File: config.mk
export PLATFORM = sky130hd
export DESIGN_NAME = ser_sub_unit
export DESIGN_NICKNAME = d
export VERILOG_FILES = /design/src/rtl/ser_sub_unit.sv
export SDC_FILE = /design/constraint.sdc
export NUM_CORES = 1
export LEC_CHECK = 0
export BUFFER_PORTS_ARGS = -buffer_cell sky130_fd_sc_hd__buf_4
export CAP_MARGIN = 20
export CORE_AREA = 8 8 95 97
export DETAILED_ROUTE_END_ITERATION = 8
export DIE_AREA = 0 0 103 105
export SKIP_LAST_GASP = 1
export SLEW_MARGIN = 0
export SYNTH_ARGS = -nofsm -noshare
export SYNTH_HDL_FRONTEND = slang
export SYNTH_SLANG_ARGS = --single-unit
File: constraint.sdc
create_clock -name clk -period 1.9 [get_ports clk]
set_input_delay 0.095 -clock clk [delete_from_list [all_inputs] [get_ports clk]]
set_output_delay 0.095 -clock clk [all_outputs]
set_load 0.02 [all_outputs]
File: src/rtl/ser_sub_unit.sv
// Bit-serial two's-complement subtractor (Diff = A - B), LSB first, one full-subtractor
// cell plus a borrow flop, sequenced by a start/busy/done handshake.
module ser_sub_unit #(
  parameter int WIDTH = 8
) (
  input  logic             clk,
  input  logic             reset,
  input  logic             start,
  input  logic [WIDTH-1:0] A,
  input  logic [WIDTH-1:0] B,
  output logic [WIDTH-1:0] Diff,
  output logic             Bout,
  output logic             V,
  output logic             busy,
  output logic             done
);

  localparam int CW = (WIDTH > 1) ? $clog2(WIDTH) : 1;
  localparam logic [CW-1:0] LAST = CW'(WIDTH - 1);

  typedef enum logic [1:0] {
    IDLE  = 2'd0,
    SHIFT = 2'd1,
    DONE  = 2'd2
  } state_t;

  state_t           state_r;
  logic [WIDTH-1:0] sa_r;
  logic [WIDTH-1:0] sb_r;
  logic [WIDTH-1:0] res_r;
  logic [CW-1:0]    count_r;
  logic             borrow_r;
  logic             a_msb_r;
  logic             b_msb_r;

  logic             d_s;
  logic             borrow_next_s;
  logic             last_s;

  function automatic logic fs_diff(input logic a, input logic b, input logic bin);
    return a ^ b ^ bin;
  endfunction

  function automatic logic fs_borrow(input logic a, input logic b, input logic bin);
    return (~a & b) | (~(a ^ b) & bin);
  endfunction

  // Full-subtractor cell on the current LSBs and last-bit detect.
  always_comb begin
    d_s           = fs_diff(sa_r[0], sb_r[0], borrow_r);
    borrow_next_s = fs_borrow(sa_r[0], sb_r[0], borrow_r);
    last_s        = (count_r == LAST);
  end

  // Control FSM, operand/result shift registers and registered outputs.
  always_ff @(posedge clk or posedge reset) begin
    if (reset) begin
      state_r  <= IDLE;
      sa_r     <= '0;
      sb_r     <= '0;
      res_r    <= '0;
      count_r  <= '0;
      borrow_r <= 1'b0;
      a_msb_r  <= 1'b0;
      b_msb_r  <= 1'b0;
      Diff     <= '0;
      Bout     <= 1'b0;
      V        <= 1'b0;
      busy     <= 1'b0;
      done     <= 1'b0;
    end else begin
      case (state_r)
        IDLE: begin
          done <= 1'b0;
          if (start) begin
            sa_r     <= A;
            sb_r     <= B;
            a_msb_r  <= A[WIDTH-1];
            b_msb_r  <= B[WIDTH-1];
            borrow_r <= 1'b0;
            count_r  <= '0;
            busy     <= 1'b1;
            state_r  <= SHIFT;
          end else begin
            busy    <= 1'b0;
            state_r <= IDLE;
          end
        end
        SHIFT: begin
          res_r    <= {d_s, res_r[WIDTH-1:1]};
          sa_r     <= {1'b0, sa_r[WIDTH-1:1]};
          sb_r     <= {1'b0, sb_r[WIDTH-1:1]};
          borrow_r <= borrow_next_s;
          count_r  <= count_r + 1'b1;
          if (last_s) begin
            // The final bit goes straight to Diff; res_r alone would lag by one edge.
            Diff    <= {d_s, res_r[WIDTH-1:1]};
            Bout    <= borrow_next_s;
            V       <= (a_msb_r != b_msb_r) && (d_s != a_msb_r);
            busy    <= 1'b0;
            done    <= 1'b1;
            state_r <= DONE;
          end else begin
            busy    <= 1'b1;
            done    <= 1'b0;
            state_r <= SHIFT;
          end
        end
        DONE: begin
          busy    <= 1'b0;
          done    <= 1'b0;
          state_r <= IDLE;
        end
        default: begin
          busy    <= 1'b0;
          done    <= 1'b0;
          state_r <= IDLE;
        end
      endcase
    end
  end

endmodule

# --- Word level (Yosys, flattened, before mapping) ---
# Cells that the tools add are included.
classes:
  n_addsub: 1
  n_mul: 0
  div_mod_pow: 0
  order_cmp: 0
  eq_ne: 5
  shift: 0
  muxes: 16
  bitwise: 7
  n_reduce_logical: 6
ops:
  columns: ["op", "n"]
  rows:
  - ["$pmux 8 s2", 2]
  - ["$mux 8", 2]
  - ["$mux 1", 6]
  - ["$pmux 3 s2", 1]
  - ["$reduce_and 2->1", 3]
  - ["$pmux 1 s2", 2]
  - ["$pmux 2 s2", 1]
  - ["$add 3x1->3 const B", 1]
  - ["$eq 3x3->1 const B", 1]
  - ["$mux 3", 1]
  - ["$and 1x1->1", 2]
  - ["$eq 2x1->1 const B", 1]
  - ["$logic_not 2->1", 1]
  - ["$mux 2", 1]
  - ["$ne 1x1->1", 2]
  - ["$ne 2x2->1 const B", 1]
  - ["$not 1->1", 2]
  - ["$reduce_bool 2->1", 1]
  - ["$xor 1x1->1", 2]
  - ["$logic_and 1x1->1", 1]
  - ["$or 1x1->1", 1]
totals:
  ff_bits: 44
  latchBits: 0
  ram_bits: 0
  mem_bits_ro: 0
  input_bits: 19
  n_memories: 0

# --- Logic depth before layout (Yosys ltp) ---
logic_depth:
  ltp_word: 5
  mapped_depth: 6
  mapped_depth_nobuf: 5

# --- Worst setup path before layout ---
# No wires, ideal clock.
synth_timing:
  path_type: "register -> register"
  start: "reg count_r[0]"
  end: "reg Diff[0]"
  setup_ps: 125
  t_arrival_ps: 1311
  path_slack_ps: 464
  stages_incl_launch_ff: 6
  path_cell_list: "dfrtp_1 -> ha_1 -> ha_1 -> nand3b_4 -> buf_6 -> mux2_4"
synth_between:
  elab_chain_cells: 2
synth_lines:
  columns: ["element", "line_no", "rtl"]
  rows:
  - ["from (decl)", "31", "logic [CW-1:0] count_r;"]
  - ["from (signal assigned)", "94", "count_r <= count_r + 1'b1;"]
  - ["$eq 3x3->1", "52", "last_s = (count_r == LAST);"]
  - ["$reduce_and 2->1 (no line)", null, null]
  - ["to (signal assigned)", "97", "Diff <= {d_s, res_r[WIDTH-1:1]};"]
  - ["to (decl)", "11", "output logic [WIDTH-1:0] Diff,"]
# No other way between the ends.
# A chain may end at the register's enable or synchronous reset.

# --- Final worst setup path ---
layout_timing:
  start: "reg state_r[0]"
  end: "reg sa_r[6]"
layout_between:
  elab_chain_cells: 3
layout_lines:
  columns: ["element", "line_no", "rtl"]
  rows:
  - ["from (decl)", "27", "state_t state_r;"]
  - ["from (signal assigned)", "58", "state_r <= IDLE;"]
  - ["from (signal assigned)", "83", "state_r <= SHIFT;"]
  - ["from (signal assigned)", "86", "state_r <= IDLE;"]
  - ["$eq 2x1->1 / $logic_not 2->1 (equally long branches)", "72", "case (state_r)"]
  - ["$reduce_bool 2->1 (no line) / $ne 2x2->1 (equally long branches)", null, null]
  - ["$reduce_and 2->1 (no line)", null, null]
  - ["to (signal assigned)", "91", "sa_r <= {1'b0, sa_r[WIDTH-1:1]};"]
  - ["to (decl)", "28", "logic [WIDTH-1:0] sa_r;"]
# Several ways; a longest one is shown, not always the timed one.

==> metrics.md <==
| Metric | Value |
|---|---|
| Boundary pin count | `31` |
| Worst hold path type | `in2reg` |
| Initial DRC Count | `129` |
| Most frequent cells in the layout | `41 x dfrtp_1, 39 x nand2_1, 36 x buf_4` |
| CTS root buf | `clkbuf_8` |
| CP endpoint | `sa_r[6]` |
| Worst setup SP type | `flop` |
| Critical Path, Cell by Cell | `o21bai_1 -> buf_4 -> nand2_1 -> o21ai_1` |
| Worst path top cell family by delay | `compound AO/OA/AOI/OAI gates` |
| Avg Inst Size Synth | `11.42 um^2` |
| Worst path bufs/invs | `1` |
| Worst setup path start | `state_r[0]` |
| Pleak | `1.052 nW` |
| Antenna cell count | `0` |
| Psw | `1.179 mW` |
| Stages on the worst setup path | `4` |
| Post-Layout Cell Count | `290` |
| Die ar. | `0.01082 mm^2` |
| Reg clk slew, reported paths | `80 ps` |
| Placed cell area | `0.002076 mm^2` |
| Final hold vios | `0` |
| Commonest non-fill, non-tap cell in the layout | `dfrtp_1` |
| Beginning of the worst register-to-register path | `state_r[0]` |
| Layout cells sized above 1 | `0.2926` |
| Slowest-stage cell, CP | `o21bai_1` |
| Critical path type | `reg2reg` |
| Clk buf depth | `2` |
| Post-CTS setup buffers | `0` |
| Post-Route WL | `3.687 mm` |
| Crit path DAT | `1760 ps` |
| FF-to-FF path depth | `4` |
| Status | `completed` |
| CP max stage delay | `640 ps` |
| P_int | `2.296 mW` |
| R2R Path End | `sa_r[6]` |
| GPL Wtd Cong | `0.6879` |
| Starting Density | `0.2306` |
| Syn_nets | `174` |
| Setup crit end kind | `flop` |
| Layout area overhead | `26.89%` |
| Share of the yosys chip area belonging to registers | `0.5912` |
| Vias in the first global route | `1263` |
| Per-cell routed wire length | `12.71 um` |
| Cell variety after synth | `23` |
| Min Tclk post-route | `1543 ps` |
| Worst reg2reg setup slack | `360 ps` |
| Hpwl dp | `2.546 mm` |
| Die Span X | `103 um` |
| All-Layer GR Usage | `0.07350` |
| Global-route wire length before repair | `6.279 mm` |
| Placed Instances | `281` |
| Clock share of power | `0.206` |
| Comb pwr share | `0.373` |
| Cell Pwr Density | `1578 mW/mm^2` |
| Via density | `4.117` |
| #FFs+latches synth | `41` |
| Max frequency | `647.9 MHz` |
| Design area | `0.002202 mm^2` |
| RSZ-0062 raised after global routing | `false` |
| FP Rows | `32` |
| Clock buffers created by TritonCTS | `5` |
| Core Region | `0.007527 mm^2` |
| CTS resizes | `0` |
| Setup_tns | `0 ps` |
| Post-Syn Area | `0.001735 mm^2` |
| Clock Skew | `8.603 ps` |
| Pre-antenna DRT Iters | `4` |
| Syn Inst Count | `152` |
| Initial antenna violation count | `0` |
| Hold Buf Count CTS | `1` |
| Fin Hold WS | `37.78 ps` |
| Slew Viols, Final | `0` |
| Sequential Power Share | `0.421` |
| Largest net degree at the start of global routing | `42` |
| Worst-Skew Late Latency | `290 ps` |
| Crit share post-route | `0.8124` |
| Via count of the routed design | `1194` |
| Worst rel slew slack | `0.4657` |
| # setup viols final | `0` |
| Worst Path Max Fanout | `11` |
| Port bufs | `30` |
| Worst-margin pin slew | `799.8 ps` |
| Post-layout util | `0.2926` |
| Worst vdd ir | `0.3251 mV` |
| Die Ht | `105 um` |
| Grt ovf | `0` |
| H-tree levels | `2` |
| Post-route ant nets | `0` |
| Req. time, crit path | `2110 ps` |
| Net Sw Frac | `0.3391` |
| # DRC | `0` |
| Final Net Count | `209` |
| Max-cap violations | `0` |
| CTS Sinks | `41` |
| TritonCTS clock tree | `yes` |
| Ys Warns | `0` |
kinds of logic (layout without fill, tap and decap cells):
logic type	after synthesis	count (layout)	share of synthesized area
DFF	41	41	0.5912
AOI/OAI and AO/OA	39	39	0.1428
muxes	10	10	0.07570
buffers and inverters	13	49	0.04181
adders and majority gates	3	3	0.02595
and+or+nand+nor	46	46	0.1226
final cells by class:
| class | instances | area, um^2 |
|---|---|---|
| inverters | 4 | 15.01 |
| clock inverters | 1 | 30.03 |
| clock buffers | 7 | 86.33 |
| repair buffers | 37 | 280.3 |
| flip-flops and latches | 41 | 1026 |
| well taps | 102 | 127.6 |
| fillers | 809 | 5325 |
| multi-input cells | 98 | 636.9 |
Yosys cell counts:
| cell | number | area, um^2 |
|---|---|---|
| ha_1 | 2 | 25.02 |
| clkbuf_1 | 1 | 3.750 |
| a22o_1 | 4 | 35.03 |
| and2b_4 | 2 | 20.02 |
| a21oi_1 | 2 | 10.01 |
| buf_4 | 3 | 22.52 |
| buf_6 | 1 | 11.26 |
| nand2_1 | 39 | 146.4 |
| fa_1 | 1 | 20.02 |
| mux2_1 | 1 | 11.26 |
| nand3b_4 | 1 | 20.02 |
| nor2b_1 | 2 | 12.51 |
| o21ai_1 | 16 | 80.08 |
| mux2_4 | 5 | 75.07 |
| a22oi_1 | 14 | 105.1 |
| o21ai_0 | 2 | 10.01 |
| dfrtp_1 | 41 | 1026 |
| buf_2 | 4 | 20.02 |
| inv_1 | 4 | 15.01 |
| nor3b_1 | 1 | 7.510 |
| mux2_2 | 4 | 45.04 |
| o21bai_1 | 1 | 7.510 |
| nand2b_1 | 1 | 6.260 |
registers in the layout, summed over array words and instances, names as in the netlist, 3 cells and up:
signal,flops
count_r,3
res_r,7
sa_r,8
Diff,8
sb_r,8
worst reg2reg max path: cells and delay by family (launching register included):
| family | cells | cell delay, ps |
|---|---|---|
| AO/OA/AOI/OAI | 2 | 710 |
| buffers and inverters | 1 | 310 |
| flip-flops | 1 | 390 |
| AND/OR/NAND/NOR | 1 | 70 |
per-stage QoR:
| step | setup WS (ps) | power [mW] |
|---|---|---|
| after CTS | 343.0 | 3.539 |
| after global routing | 165.4 | 3.750 |
| after detailed placement | 337.7 | 2.802 |
| final | 356.5 | 3.475 |
| after floorplan | 463.6 | 2.383 |
| after global placement | 398.8 | 2.770 |
routing by layer:
metal / global-route usage / wire, um / up-vias
met5: 0 / 0 / -
met4: 0.04343 / 92 / 0
met3: 0.02256 / 144 / 7
met2: 0.1098 / 1738 / 14
met1: 0.09033 / 1712 / 582
li1: - / - / 591
power by group through the flow:
| stage | Combinational, mW | Sequential (mW) | Clock, mW |
|---|---|---|---|
| final | 1.30 | 1.46 | 0.716 |
| after global routing | 1.46 | 1.52 | 0.766 |
| after CTS | 1.33 | 1.47 | 0.745 |
| after detailed placement | 1.32 | 1.48 | 0 |
| after global placement | 1.29 | 1.48 | 0 |
| after floorplan | 0.819 | 1.56 | 0 |
worst min path at each step:
stage	start	cells after the start	to	slack (ps)
6_report	A[7]	2	sa_r[7]	40
5_1_grt	B[7]	2	sb_r[7]	40
4_1_cts	A[7]	2	sa_r[7]	30
3_5_place_dp	reset	3	Diff[2]	270
3_3_place_gp	reset	3	Diff[2]	270
2_1_floorplan	A[7]	1	sa_r[7]	230
No activity file was read; power rests on OpenSTA's default activity.
